## src/rtl/calc_ctrl.sv

```systemverilog
// rtl/calc_ctrl.sv - five-state Moore controller for the small-calculator datapath
// Sequences load A, load B, execute and present; counts completed operations.
module calc_ctrl (
  input  logic       clk,
  input  logic       rst_n,
  input  logic       go,
  input  logic [1:0] op,
  input  logic       ack,
  output logic [1:0] s1,
  output logic [1:0] wa,
  output logic       we,
  output logic [1:0] raa,
  output logic [1:0] rab,
  output logic       rea,
  output logic       reb,
  output logic [1:0] c,
  output logic       s2,
  output logic       busy,
  output logic       done,
  output logic [7:0] op_cnt
);

  localparam logic [2:0] IDLE   = 3'd0;
  localparam logic [2:0] LOAD_A = 3'd1;
  localparam logic [2:0] LOAD_B = 3'd2;
  localparam logic [2:0] EXEC   = 3'd3;
  localparam logic [2:0] OUT    = 3'd4;

  logic [2:0] state_q, state_d;
  logic [1:0] op_q, op_d;
  logic [7:0] cnt_q, cnt_d;

  always_comb begin
    state_d = state_q;
    op_d    = op_q;
    cnt_d   = cnt_q;
    case (state_q)
      IDLE: begin
        if (go) begin
          state_d = LOAD_A;
          op_d    = op;
        end
      end
      LOAD_A: state_d = LOAD_B;
      LOAD_B: state_d = EXEC;
      EXEC:   state_d = OUT;
      OUT: begin
        if (ack) begin
          state_d = IDLE;
          cnt_d   = cnt_q + 8'd1;
        end
      end
      default: state_d = IDLE;
    endcase
  end

  always_ff @(posedge clk or negedge rst_n) begin
    if (!rst_n) begin
      state_q <= IDLE;
      op_q    <= 2'b00;
      cnt_q   <= 8'd0;
    end else begin
      state_q <= state_d;
      op_q    <= op_d;
      cnt_q   <= cnt_d;
    end
  end

  // Control outputs depend on the state register alone, never on go/op/ack.
  always_comb begin
    s1   = 2'b00;
    wa   = 2'b00;
    we   = 1'b0;
    raa  = 2'b00;
    rea  = 1'b0;
    rab  = 2'b00;
    reb  = 1'b0;
    s2   = 1'b0;
    busy = 1'b1;
    done = 1'b0;
    case (state_q)
      LOAD_A: begin
        s1  = 2'b11;
        we  = 1'b1;
        raa = 2'b01;
      end
      LOAD_B: begin
        s1  = 2'b10;
        wa  = 2'b01;
        we  = 1'b1;
        raa = 2'b01;
      end
      EXEC: begin
        wa  = 2'b10;
        we  = 1'b1;
        rea = 1'b1;
        rab = 2'b01;
        reb = 1'b1;
      end
      OUT: begin
        s1   = 2'b01;
        wa   = 2'b10;
        rea  = 1'b1;
        rab  = 2'b01;
        reb  = 1'b1;
        s2   = 1'b1;
        done = 1'b1;
      end
      default: busy = 1'b0;
    endcase
  end

  assign c      = op_q;
  assign op_cnt = cnt_q;

endmodule

```

## config.mk

```make
export PLATFORM = sky130hd
export DESIGN_NAME = calc_ctrl
export DESIGN_NICKNAME = d
export VERILOG_FILES = /design/src/rtl/calc_ctrl.sv
export SDC_FILE = /design/constraint.sdc
export NUM_CORES = 1
export LEC_CHECK = 0
export CAP_MARGIN = 25
export CORE_UTILIZATION = 35
export DETAILED_ROUTE_END_ITERATION = 7
export HOLD_SLACK_MARGIN = 0.12
export PLACE_DENSITY = 0.77
export SETUP_SLACK_MARGIN = 0.1
export SYNTH_ARGS = -nofsm -noshare
export SYNTH_HDL_FRONTEND = slang
export SYNTH_SLANG_ARGS = --single-unit
```

## constraint.sdc

```tcl
create_clock -name clk -period 1.9 [get_ports clk]
set_input_delay 0.38 -clock clk [delete_from_list [all_inputs] [get_ports clk]]
set_output_delay 0.38 -clock clk [all_outputs]
set_load 0.005 [all_outputs]
```

* Word-level counts from Yosys, hierarchy flattened *
Cells that the tools add are included.
Widths: inputs -> output; s select.

storage, ports and cells
  memory bits (read-only) = 0
  bits in latches = 0
  bits in registers = 13
  output and inout bits = 24
  bits of input ports = 6
  memories = 0
  memory bits (writable) = 0
  word-level logic and storage cells = 29

cells by class
  equal/unequal tests = 6
  bitwise gates (word level) = 0
  multiply operators = 0
  reduce and logical (&&, ||, !) cells = 8
  div/mod/pow operators = 0
  muxes and demuxes = 11
  shift-type cells = 0
  add/subtract/negate cells = 1
  magnitude comparators = 0

operators with widths
  operator             count
  $pmux 3 s5           1
  $add 8x1->8 const B  1
  $eq 3x2->1 const B   2
  $mux 1               6
  $mux 3               2
  $pmux 2 s3           1
  $reduce_and 2->1     3
  $ne 2x2->1 const B   2
  $pmux 2 s2           1
  $reduce_or 2->1      2
  $reduce_or 4->1      1
  $eq 3x1->1 const B   1
  $eq 3x3->1 const B   1
  $logic_not 3->1      1
  $reduce_or 3->1      1

* Depth between registers and ports, before layout *
Gate-level depths: netlist of the first run.

  depth after elaboration = 3
  gate-level depth with buffers = 6
  mapped depth without buffers = 5

* Worst setup path after synthesis of the first run *
Ideal clock, no wire load.

  path kind = reg-to-output
  from = register state_q[0]
  to = output busy
  data required time = 1.520 ns
  data arrival time = 1.153 ns
  stages on the path, launching flop included = 7
  path buffers = 1
  setup slack = 0.367 ns
  cells stage by stage = dfrtp_1 -> buf_6 -> nor2_1 -> nand2_1 -> inv_1 -> o21bai_1 -> or2_2

on the way
  longest elaborated chain between the ends = 3
  elaborated cells between the ends (all ways) = 6
  classes of those cells = eq/ne (4); mux (1); reduce/logical (1)

RTL lines
  item                                RTL line  source
  start: declaration                  29        logic [2:0] state_q, state_d;
  start signal: assignment            63        state_q <= state_d;
  $eq 3x3->1 (tied with other cells)  81        case (state_q)
  $reduce_or 4->1 (no line) (*)       -
  $mux 1 (*)                          81
  end: declaration                    18        output logic busy,

Every way passes the cells marked *; elsewhere a longest branch is shown, timed or not.

* Worst setup path in the final report of the first run *
  from = register state_q[1]
  to = output busy

Same word-level chain as after synthesis.

==> results.tsv, run 1 <==
stage	metric	value	unit
finish	fillers	158	
sta	fin_skew	0.00290	ns
clocking	cts_tree	yes	
synthesis	netlist_instances	62	
sta	hold_viol	0	
finish	drive_above_1_share	0.260	
clocking	htreeDepth	1	
detailed_routing	post-route-drc-count	0	
synthesis	synth_seq_cells	13	
synthesis	seq_area_frac_synth	0.469	
global_routing	gr-usage-all-layers	0.143	
sta	max_freq	546	MHz
worst_setup_path	arrival	1.45	ns
sta	slew_viol_final	0	
clocking	ctsRootBufferMaster	clkbuf_4	
detailed_routing	ant_nets	0	
power_and_ir_drop	cellLeakagePower	0.496	nW
synthesis	synth_area	693	um^2
power_and_ir_drop	powerDensity	1550	mW/mm^2
clocking	clkLatencyLatePin	0.26	ns
synthesis	synthSimpleGateAreaFrac	0.199	
worst_setup_path	end_kind	output port	
floorplan	dieArea	0.00216	mm^2
floorplan	rows	15	
synthesis	ys_warn_count	0	
sta	setup_tns	0	ns
synthesis	synth-compound-area-share	0.0307	
clocking	clk_path_buf_depth	2	
clocking	numCtsBuffers	3	
placed_design	place_inst	116	
synthesis	synth_area_leaders	dfrtp_1, xnor2_1, buf_4, buf_6, nor2_1	
detailed_routing	vias_per_cell	4.49	
global_routing	grt_pass1_vias	523	
floorplan	die_w	46.5	um
worst_setup_path	required	1.52	ns
global_routing	grt_pass1_wl	2.13	mm
worst_setup_path	start_kind	flop	
synthesis	yosysTopAreaCell	dfrtp_1	
sta	max_slew_margin	0.634	
detailed_routing	vias	543	
worst_setup_path	path_class	reg -> out	
finish	regArea	325	um^2
synthesis	synth_xor_area_frac	0.114	
detailed_routing	dr.first_iter.drc_count	4	
sta	grt_setup_unrepaired	true	
synthesis	synth_mux_area_frac	0.0487	
sta	setup-violations-final	0	
global_routing	antenna_found_initial	0	
global_routing	grt_max_degree	14	
finish	diodes	0	
floorplan	die_h	46.5	um
finish	area_growth	48.6	%
floorplan	pin_count	30	
finish	instances_no_fill	121	
synthesis	synthAdderAreaFrac	0.0181	
clocking	clkTransAtPathRegs	0.07	ns
finish	nNetsFinal	104	
clocking	cts_sinks	13	
detailed_routing	wl	1.47	mm
placed_design	port_buffers	27	
flow_run	maxCapViolCount	0	
synthesis	netlist-cell-type-count	22	
finish	multiInputGateArea	313	um^2
power_and_ir_drop	vdd_drop_max	0.000683	V
min_path	min_path_type	in -> async	
sta	min_period	1.83	ns
synthesis	yosys.area.top_type_share	0.469	
global_routing	overflow	0	
detailed_routing	drt-wirelength-per-cell	12.1	um
finish	utilization	0.578	
placed_design	place_congestion	0.753	
outcome	status	finished clean	
sta	finalCritPeriodShare	0.964	
placed_design	dp_hpwl	1.14	mm
floorplan	start_util	0.389	
synthesis	synth_top_family_by_area	simple AND/OR/NAND/NOR gates	
detailed_routing	drt_first_pass_iters	4	
floorplan	core	0.00178	mm^2
worst_setup_path	worstPathMaxFanout	3	
synthesis	syn_area_per_cell	11.2	um^2
sta	worst_pin_slew	0.547	ns
[what timing repair did]
item | 4_1_cts | 5_1_grt
cloned | 0 | 0
pin swaps | 1 | 1
buffers inserted | 0 | 1
setup endpoints to repair | 12 | 5
hold buffers | 0 | 0
gates resized for setup | 17 | 6
[cell type report]
class,instances,share of cell area
Clock buffer,4,0.0255
Multi-Input combinational cell,40,0.304
Inverter,1,0.00365
Timing Repair Buffer,38,0.321
Sequential cell,13,0.316
Tap cell,25,0.0304
[cell families (layout without fill, tap and decap cells)]
| kind of cell | count (synthesis) | count (layout) |
|---|---|---|
| AOI/OAI and AO/OA | 3 | 3 |
| xor gates and xnor gates | 9 | 9 |
| adders and majority gates | 1 | 1 |
| buffers and inverters | 10 | 43 |
| DFF | 13 | 13 |
| muxes | 3 | 3 |
| other | 1 | 2 |
| and+or+nand+nor | 22 | 22 |
[sequential cells by signal, summed over array words and instances, names as in the netlist]
register	cells
c	2
state_q	3
op_cnt	8
[metrics by stage]
step / setup WS [ns] / total power, mW / cell area [um^2] / hold WS, ns
floorplan: 0.367 / 0.921 / 697 / 0.0844
global placement: 0.0525 / 1.49 / 997 / 0.459
detailed placement: 0.0354 / 1.51 / 997 / 0.462
CTS: 0.000127 / 1.59 / 1020 / 0.477
global route: 0.00301 / 1.71 / 1030 / 0.497
finish: 0.0683 / 1.59 / 1030 / 0.467
[cell usage in the layout (no fill, tap or decap), types with 2 or more instances in the layout]
cell type        count
clkbuf_2             3
dlygate4sd2_1        9
nor2_1               6
clkbuf_4             3
mux2_2               2
nand4_1              4
buf_4               10
clkdlybuf4s50_1     15
conb_1               2
dfrtp_1             13
nand2_1              4
and3_1               2
xnor2_1              7
[worst paths after layout]
| kind | start | endpoint | slack, ns | cells past startpoint |
|---|---|---|---|---|
| max in group asynchronous | rst_n | state_q[0] | 1.07 | 1 |
| min | rst_n | op_cnt[4] | 0.47 | 1 |
| max | state_q[1] | busy | 0.07 | 5 |
| min in group clk | op_cnt[7] | op_cnt[7] | 0.47 | 1 |
| min reg2reg | op_cnt[7] | op_cnt[7] | 0.47 | 1 |
| max reg2reg | state_q[1] | op_cnt[1] | 0.28 | 5 |
[synthesized netlist by cell type (all sizes together)]
| cell type | count |
|---|---|
| nor2 | 7 |
| nor4bb | 1 |
| dfrtp | 13 |
| ha | 1 |
| inv | 1 |
| conb | 1 |
| nor4b | 1 |
| nor3b | 1 |
| nand2 | 4 |
| mux2 | 3 |
| buf | 9 |
| nand4 | 4 |
| o22ai | 1 |
| or2 | 1 |
| o21bai | 2 |
| nor3 | 1 |
| and3 | 2 |
| xnor2 | 8 |
| xor2 | 1 |
[routing by layer]
layer / global-route usage / part of all wire
met1: 0.165 / 0.42
met3: 0.0353 / 0.028
met4: 0.0647 / 0.0068
met5: 0 / 0
met2: 0.244 / 0.55
[worst max-delay path: stages, from the launching register on]
cell and delay (ns):
dfrtp_1 0.40, buf_4 0.16, xnor2_2 0.18, nor2_1 0.07, or2_2 0.27, clkbuf_2 0.11
[power breakdown]
group	leakage [nW]	total [mW]	switching, mW	internal (mW)
combinational	0.311	0.990	0.410	0.579
sequential	0.169	0.443	0.0774	0.366
clock	0.0150	0.160	0.0788	0.0811
total	0.496	1.59	0.566	1.03
No activity file was read; power rests on OpenSTA's default activity.
==> run 2: changes to the inputs <==
--- a/config.mk
+++ b/config.mk
@@ -8,7 +8,7 @@
 export CAP_MARGIN = 25
 export CORE_UTILIZATION = 35
 export DETAILED_ROUTE_END_ITERATION = 7
-export HOLD_SLACK_MARGIN = 0.12
+export HOLD_SLACK_MARGIN = 0.05
 export PLACE_DENSITY = 0.77
 export SETUP_SLACK_MARGIN = 0.1
 export SYNTH_ARGS = -nofsm -noshare
==> results of run 2 <==
Final layout, timing and power as in run 1 (identical DEF).
